**src/rtl/config_chain_loader.sv**
```systemverilog
// config_chain_loader
//   Loads a CHAIN_LEN-bit configuration image into a daisy-chained DSP
//   configuration cell. The image arrives as WORD_W-bit words over a
//   valid/ready handshake. Each word is shifted into the chain head one bit
//   per enabled cycle, bit 0 first. While shifting, the bits leaving the
//   chain tail are captured into rb_data, so that after a full load rb_data
//   holds the previous chain contents.
//
//   State table:
//     IDLE  | waiting for start; no handshake, chain held
//     FETCH | word_ready high; waiting for the next image word
//     SHIFT | configuration_enable high; one bit per cycle into the chain
//     DONE  | one-cycle done pulse, then back to IDLE
//
// Ports:
//   clk, rst                     rise-edge clock, async active-high reset
//   start, abort                 load control
//   word_in, word_valid          image word stream
//   word_ready                   word accepted on this cycle
//   configuration_input/_enable  serial data and shift enable to the chain
//   configuration_output         serial data from the chain tail
//   busy, done, aborted          status (done/aborted are one-cycle pulses)
//   rb_data                      captured readback image
module config_chain_loader #(
  parameter int CHAIN_LEN = 16,
  parameter int WORD_W    = 8
) (
  input  logic                 clk,
  input  logic                 rst,
  input  logic                 start,
  input  logic                 abort,
  input  logic [WORD_W-1:0]    word_in,
  input  logic                 word_valid,
  output logic                 word_ready,
  output logic                 configuration_input,
  output logic                 configuration_enable,
  input  logic                 configuration_output,
  output logic                 busy,
  output logic                 done,
  output logic                 aborted,
  output logic [CHAIN_LEN-1:0] rb_data
);

  localparam int NUM_WORDS = (CHAIN_LEN + WORD_W - 1) / WORD_W;
  localparam int LAST_BITS = CHAIN_LEN - (NUM_WORDS - 1) * WORD_W;
  localparam int CW        = $clog2(CHAIN_LEN + 1);
  localparam int BW        = $clog2(WORD_W + 1);
  localparam int WCW       = $clog2(NUM_WORDS + 1);

  typedef enum logic [1:0] {IDLE, FETCH, SHIFT, DONE} state_t;

  state_t                state_q, state_d;
  logic [CW-1:0]         count_q, count_d;
  logic [BW-1:0]         bits_q, bits_d;
  logic [WCW-1:0]        wcnt_q, wcnt_d;
  logic [WORD_W-1:0]     wbuf_q, wbuf_d;
  logic [CHAIN_LEN-1:0]  rb_q, rb_d;
  logic                  abort_take;

  logic word_ready_q, cfg_in_q, cfg_en_q, busy_q, done_q, aborted_q;

  always_comb begin
    state_d    = state_q;
    count_d    = count_q;
    bits_d     = bits_q;
    wcnt_d     = wcnt_q;
    wbuf_d     = wbuf_q;
    rb_d       = rb_q;
    abort_take = 1'b0;

    if (state_q != IDLE && abort) begin
      state_d    = IDLE;
      abort_take = 1'b1;
    end

    case (state_q)
      IDLE: begin
        if (start && !abort) begin
          rb_d    = '0;
          count_d = '0;
          wcnt_d  = '0;
          state_d = FETCH;
        end
      end
      FETCH: begin
        if (!abort && word_valid) begin
          wbuf_d  = word_in;
          // Only the final word can be short; padding bits are never shifted.
          bits_d  = (wcnt_q == WCW'(NUM_WORDS - 1)) ? BW'(LAST_BITS) : BW'(WORD_W);
          wcnt_d  = wcnt_q + 1'b1;
          state_d = SHIFT;
        end
      end
      SHIFT: begin
        // The chain sees enable high on this edge even when abort wins the
        // state transition, so the capture and bookkeeping still happen.
        // rb_data is cleared at start and each index is written once.
        rb_d    = rb_q | (CHAIN_LEN'(configuration_output) << count_q);
        wbuf_d  = wbuf_q >> 1;
        count_d = count_q + 1'b1;
        bits_d  = bits_q - 1'b1;
        if (!abort && bits_q == BW'(1)) begin
          state_d = (count_d == CW'(CHAIN_LEN)) ? DONE : FETCH;
        end
      end
      DONE: begin
        if (!abort) state_d = IDLE;
      end
      default: state_d = IDLE;
    endcase
  end

  always_ff @(posedge clk or posedge rst) begin
    if (rst) begin
      state_q      <= IDLE;
      count_q      <= '0;
      bits_q       <= '0;
      wcnt_q       <= '0;
      wbuf_q       <= '0;
      rb_q         <= '0;
      word_ready_q <= 1'b0;
      cfg_in_q     <= 1'b0;
      cfg_en_q     <= 1'b0;
      busy_q       <= 1'b0;
      done_q       <= 1'b0;
      aborted_q    <= 1'b0;
    end else begin
      state_q      <= state_d;
      count_q      <= count_d;
      bits_q       <= bits_d;
      wcnt_q       <= wcnt_d;
      wbuf_q       <= wbuf_d;
      rb_q         <= rb_d;
      // Outputs are registered from the next state so they line up with it.
      word_ready_q <= (state_d == FETCH);
      cfg_en_q     <= (state_d == SHIFT);
      cfg_in_q     <= (state_d == SHIFT) ? wbuf_d[0] : 1'b0;
      busy_q       <= (state_d != IDLE);
      done_q       <= (state_d == DONE);
      aborted_q    <= abort_take;
    end
  end

  assign word_ready           = word_ready_q;
  assign configuration_input  = cfg_in_q;
  assign configuration_enable = cfg_en_q;
  assign busy                 = busy_q;
  assign done                 = done_q;
  assign aborted              = aborted_q;
  assign rb_data              = rb_q;

endmodule

```
**config.mk**
```make
export PLATFORM = sky130hd
export DESIGN_NAME = config_chain_loader
export DESIGN_NICKNAME = d
export VERILOG_FILES = /design/src/rtl/config_chain_loader.sv
export SDC_FILE = /design/constraint.sdc
export NUM_CORES = 1
export LEC_CHECK = 0
export ABC_AREA = 1
export BUFFER_PORTS_ARGS = -buffer_cell sky130_fd_sc_hd__buf_4
export CORE_ASPECT_RATIO = 2
export CORE_UTILIZATION = 31
export DETAILED_ROUTE_END_ITERATION = 7
export SLEW_MARGIN = 40
export SYNTH_ARGS = -nofsm -noshare
export SYNTH_HDL_FRONTEND = slang
export SYNTH_SLANG_ARGS = --single-unit
```
**constraint.sdc**
```tcl
create_clock -name clk -period 1.9 [get_ports clk]
set_input_delay 0.38 -clock clk [delete_from_list [all_inputs] [get_ports clk]]
set_output_delay 0.38 -clock clk [all_outputs]
set_load 0.01 [all_outputs]
```
==> run metrics <==
detailed-routing wirelength on met1 1.58 mm; Vert. Die Dim 117 um; final period demand of the worst path 1.77 ns; async set-or-reset flop fraction in the synthesized netlist 100%; data arrival at the endpoint of the critical path 1.98 ns; horizontal extent of the die 59.4 um; hold-fix buffer count after cts 0; Net Count, Synth 257; net count of the finished layout 298; number of different library cells in the post-synthesis netlist 26; kind of end point of the critical path flip-flop; most repeated cell in the gate-level netlist after synthesis sky130_fd_sc_hd__dfrtp_1; combined area of all synthesized cells a little over 2000 um^2; critical-path cell with the highest stage delay sky130_fd_sc_hd__dfrtp_1; dominant register cell in the synthesized netlist sky130_fd_sc_hd__dfrtp_1; total non-filler cell area in the finished layout ~2600 um^2; routed via count divided by cell count 4.59; number of fill cells 682; Synth Register Bits 41; Via Count 1662; top post-synthesis cells by count sky130_fd_sc_hd__dfrtp_1, sky130_fd_sc_hd__inv_1, sky130_fd_sc_hd__nand2_1; Max VDD drop ~0.00055 V; post-CTS setup buffer count 0; Antenna Cells 0; setup repair after global routing missed its margin false; setup total negative slack 0 ns; area post-placement 2410 um^2; starting density of the core approximately 32%; crit path from state_q[0]; average cell area after synthesis about 8.7 um^2; I/O pin count 36; startpoint of the lowest-slack register-to-register path state_q[0]; result of the run completed; class of the most critical setup path reg -> reg; worst clock skew 0.00301 ns; total number of H-tree levels 2; number of sinks driven by the clock tree 41; die outline area 6950 um^2; power density normalized to cell area 1210 nW/um^2; total area of sequential cells 1030 um^2; synthesis warning total 0; global route total overflow 0; wire length of the first global-routing pass 7.33 mm; static leakage around 1.2 nW; area delta synth->final 24.8%; data required time of the critical path 2.10 ns; sequential cell area fraction in the yosys report 50.2%; post-cts gate resize count 0; cell-by-cell trace of the critical path inv_1 -> ha_1 -> nand2_2 -> o21ai_4 -> nor3_4 -> a21oi_1 -> nor2_1; largest area contributor in the netlist sky130_fd_sc_hd__dfrtp_1; Detailed Route WL 4.43 mm; worst rel slew slack 65.5%; HP Class in -> async; via count of the first global-routing pass 1721; CTS clock-pin slew for the worst setup and hold paths 0.06 ns; transition at the pin with the smallest max-transition slack 0.518 ns; top cells by area, synth sky130_fd_sc_hd__dfrtp_1, sky130_fd_sc_hd__inv_1, sky130_fd_sc_hd__o21ai_0; maximum number of pins on one net before global-route repair between 40 and 50; setup violators final 0; register-to-register setup slack 0.13 ns; met2 routed WL between 2 and 3 mm; Site Rows 41; Startpoint Class flip-flop; reg-to-reg critical path endpoint rb_data[9]; detailed placement HPWL ~3.4 mm; CP peak stage delay 0.43 ns; core region area 6360 um^2; share of cells above drive strength 1 23.9%; area used by multi-input combinational logic 842 um^2; initial antenna violation count 0; Iteration-0 DRC Markers 36; GRT Overall Usage 14.3%; depth of the most critical reg-to-reg path 7; gp weighted congestion 0.795; Initial DRT Pass Iterations 4; achievable frequency roughly 0.56 GHz; buffering stage count on the worst path with inverters included 1; ANT nets after route 0; clock tree from TritonCTS yes; count of endpoints failing hold in the final timing report 0; clock insertion delay at the later pin of the skew report ~0.28 ns; max-slew violation count 0; drt wl/cell between 10 and 15 um; Port-buffer cells 35; Root Buffer Master sky130_fd_sc_hd__clkbuf_16; Critical path destination rb_data[9]; family of cells with the greatest summed delay on the critical path simple AND/OR/NAND/NOR gates; part of the cycle the worst path needs 93.2%; portion of synthesized cell area occupied by the leading cell type 50.2%; highest metal layer with signal wires met4; deepest clock path buffer count 2; number of buffers created by CTS 5; Gate Count Post-Synth between 200 and 250; overall power consumption between 3 and 4 mW; critical-path maximum fanout 8; met3 wire length between 100 and 150 um; DR DRC count 0; number of stages on the worst setup path 7; Max-Cap Viols 0; EDFF count, synth 0
==> worst register-to-register path, delay by kind of cell (launching register included) <==
| kind | cells | cell delay, ns |
|---|---|---|
| simple gates | 3 | 0.62 |
| flops | 1 | 0.43 |
| fa+ha+maj | 1 | 0.30 |
| compound gates | 2 | 0.24 |
| buf+inv | 1 | 0.11 |
==> metrics by stage <==
| stage | hold slack (ns) | setup WS (ns) | std cells | util, % |
|---|---|---|---|---|
| finish | 0.227 | 0.129 | 362 | 40.1 |
| floorplan | 0.452 | 0.315 | 235 | - |
| global placement | 0.469 | 0.179 | 355 | 37.8 |
| global route | 0.283 | 0.00174 | 362 | 40.1 |
| CTS | 0.256 | 0.103 | 362 | 40.1 |
| detailed placement | 0.490 | 0.135 | 355 | 37.8 |
==> metal layers <==
metal  vias to the layer above  GRT usage, %
met5                         -             0
met4                         0          6.67
met3                         6          2.75
met2                        28          28.5
met1                       792          13.1
li1                        836             -
==> power breakdown <==
group          internal (mW)  switching, mW  leakage [nW]
Combinational          0.376          0.754         0.619
Clock                  0.515          0.312        0.0700
Sequential              1.04         0.0945         0.555
Total                   1.93           1.16          1.24
==> cells in the final DEF (no fill, tap or decap), drive strengths merged <==
master,n
a21oi,21
buf,38
clkbuf,7
dfrtp,41
ha,8
inv,39
nand2,35
nand3,20
nand4,2
nor2,32
nor3,4
nor4,1
o21a,1
o21ai,25
o22ai,2
==> worst min path at each step <==
stage                             to  slack [ns]  cells past startpoint
final                      wbuf_q[4]        0.23                      3
after global routing       wbuf_q[5]        0.28                      3
after CTS                  wbuf_q[4]        0.26                      3
after detailed placement  rb_data[5]        0.49                      2
after global placement     bits_q[3]        0.47                      2
after floorplan            bits_q[3]        0.45                      2
==> registers in the layout, summed over array words and instances, names as in the netlist <==
signal	count
configuration_enable	1
busy	1
aborted	1
wbuf_q	8
state_q	2
rb_data	16
configuration_input	1
count_q	5
bits_q	4
done	1
word_ready	1
==> logic make-up (layout without fill, tap and decap cells) <==
group / count (synthesis) / in the layout / synth area share, %
buffers and inverters: 43 / 84 / 8.81
adder cells (fa/ha/maj): 8 / 8 / 4.89
AO/OA/AOI/OAI: 49 / 49 / 13.6
AND/OR/NAND/NOR: 94 / 94 / 22.5
flip-flops: 41 / 41 / 50.2
==> layout make-up <==
class	instances	share of cell area (%)
Sequential cell	41	40.2
Tap cell	86	4.22
Clock buffer	7	5.59
Timing Repair Buffer	38	11.2
Inverter	39	5.83
Multi-Input combinational cell	151	33.0
Power figures use the tool's default switching activity.
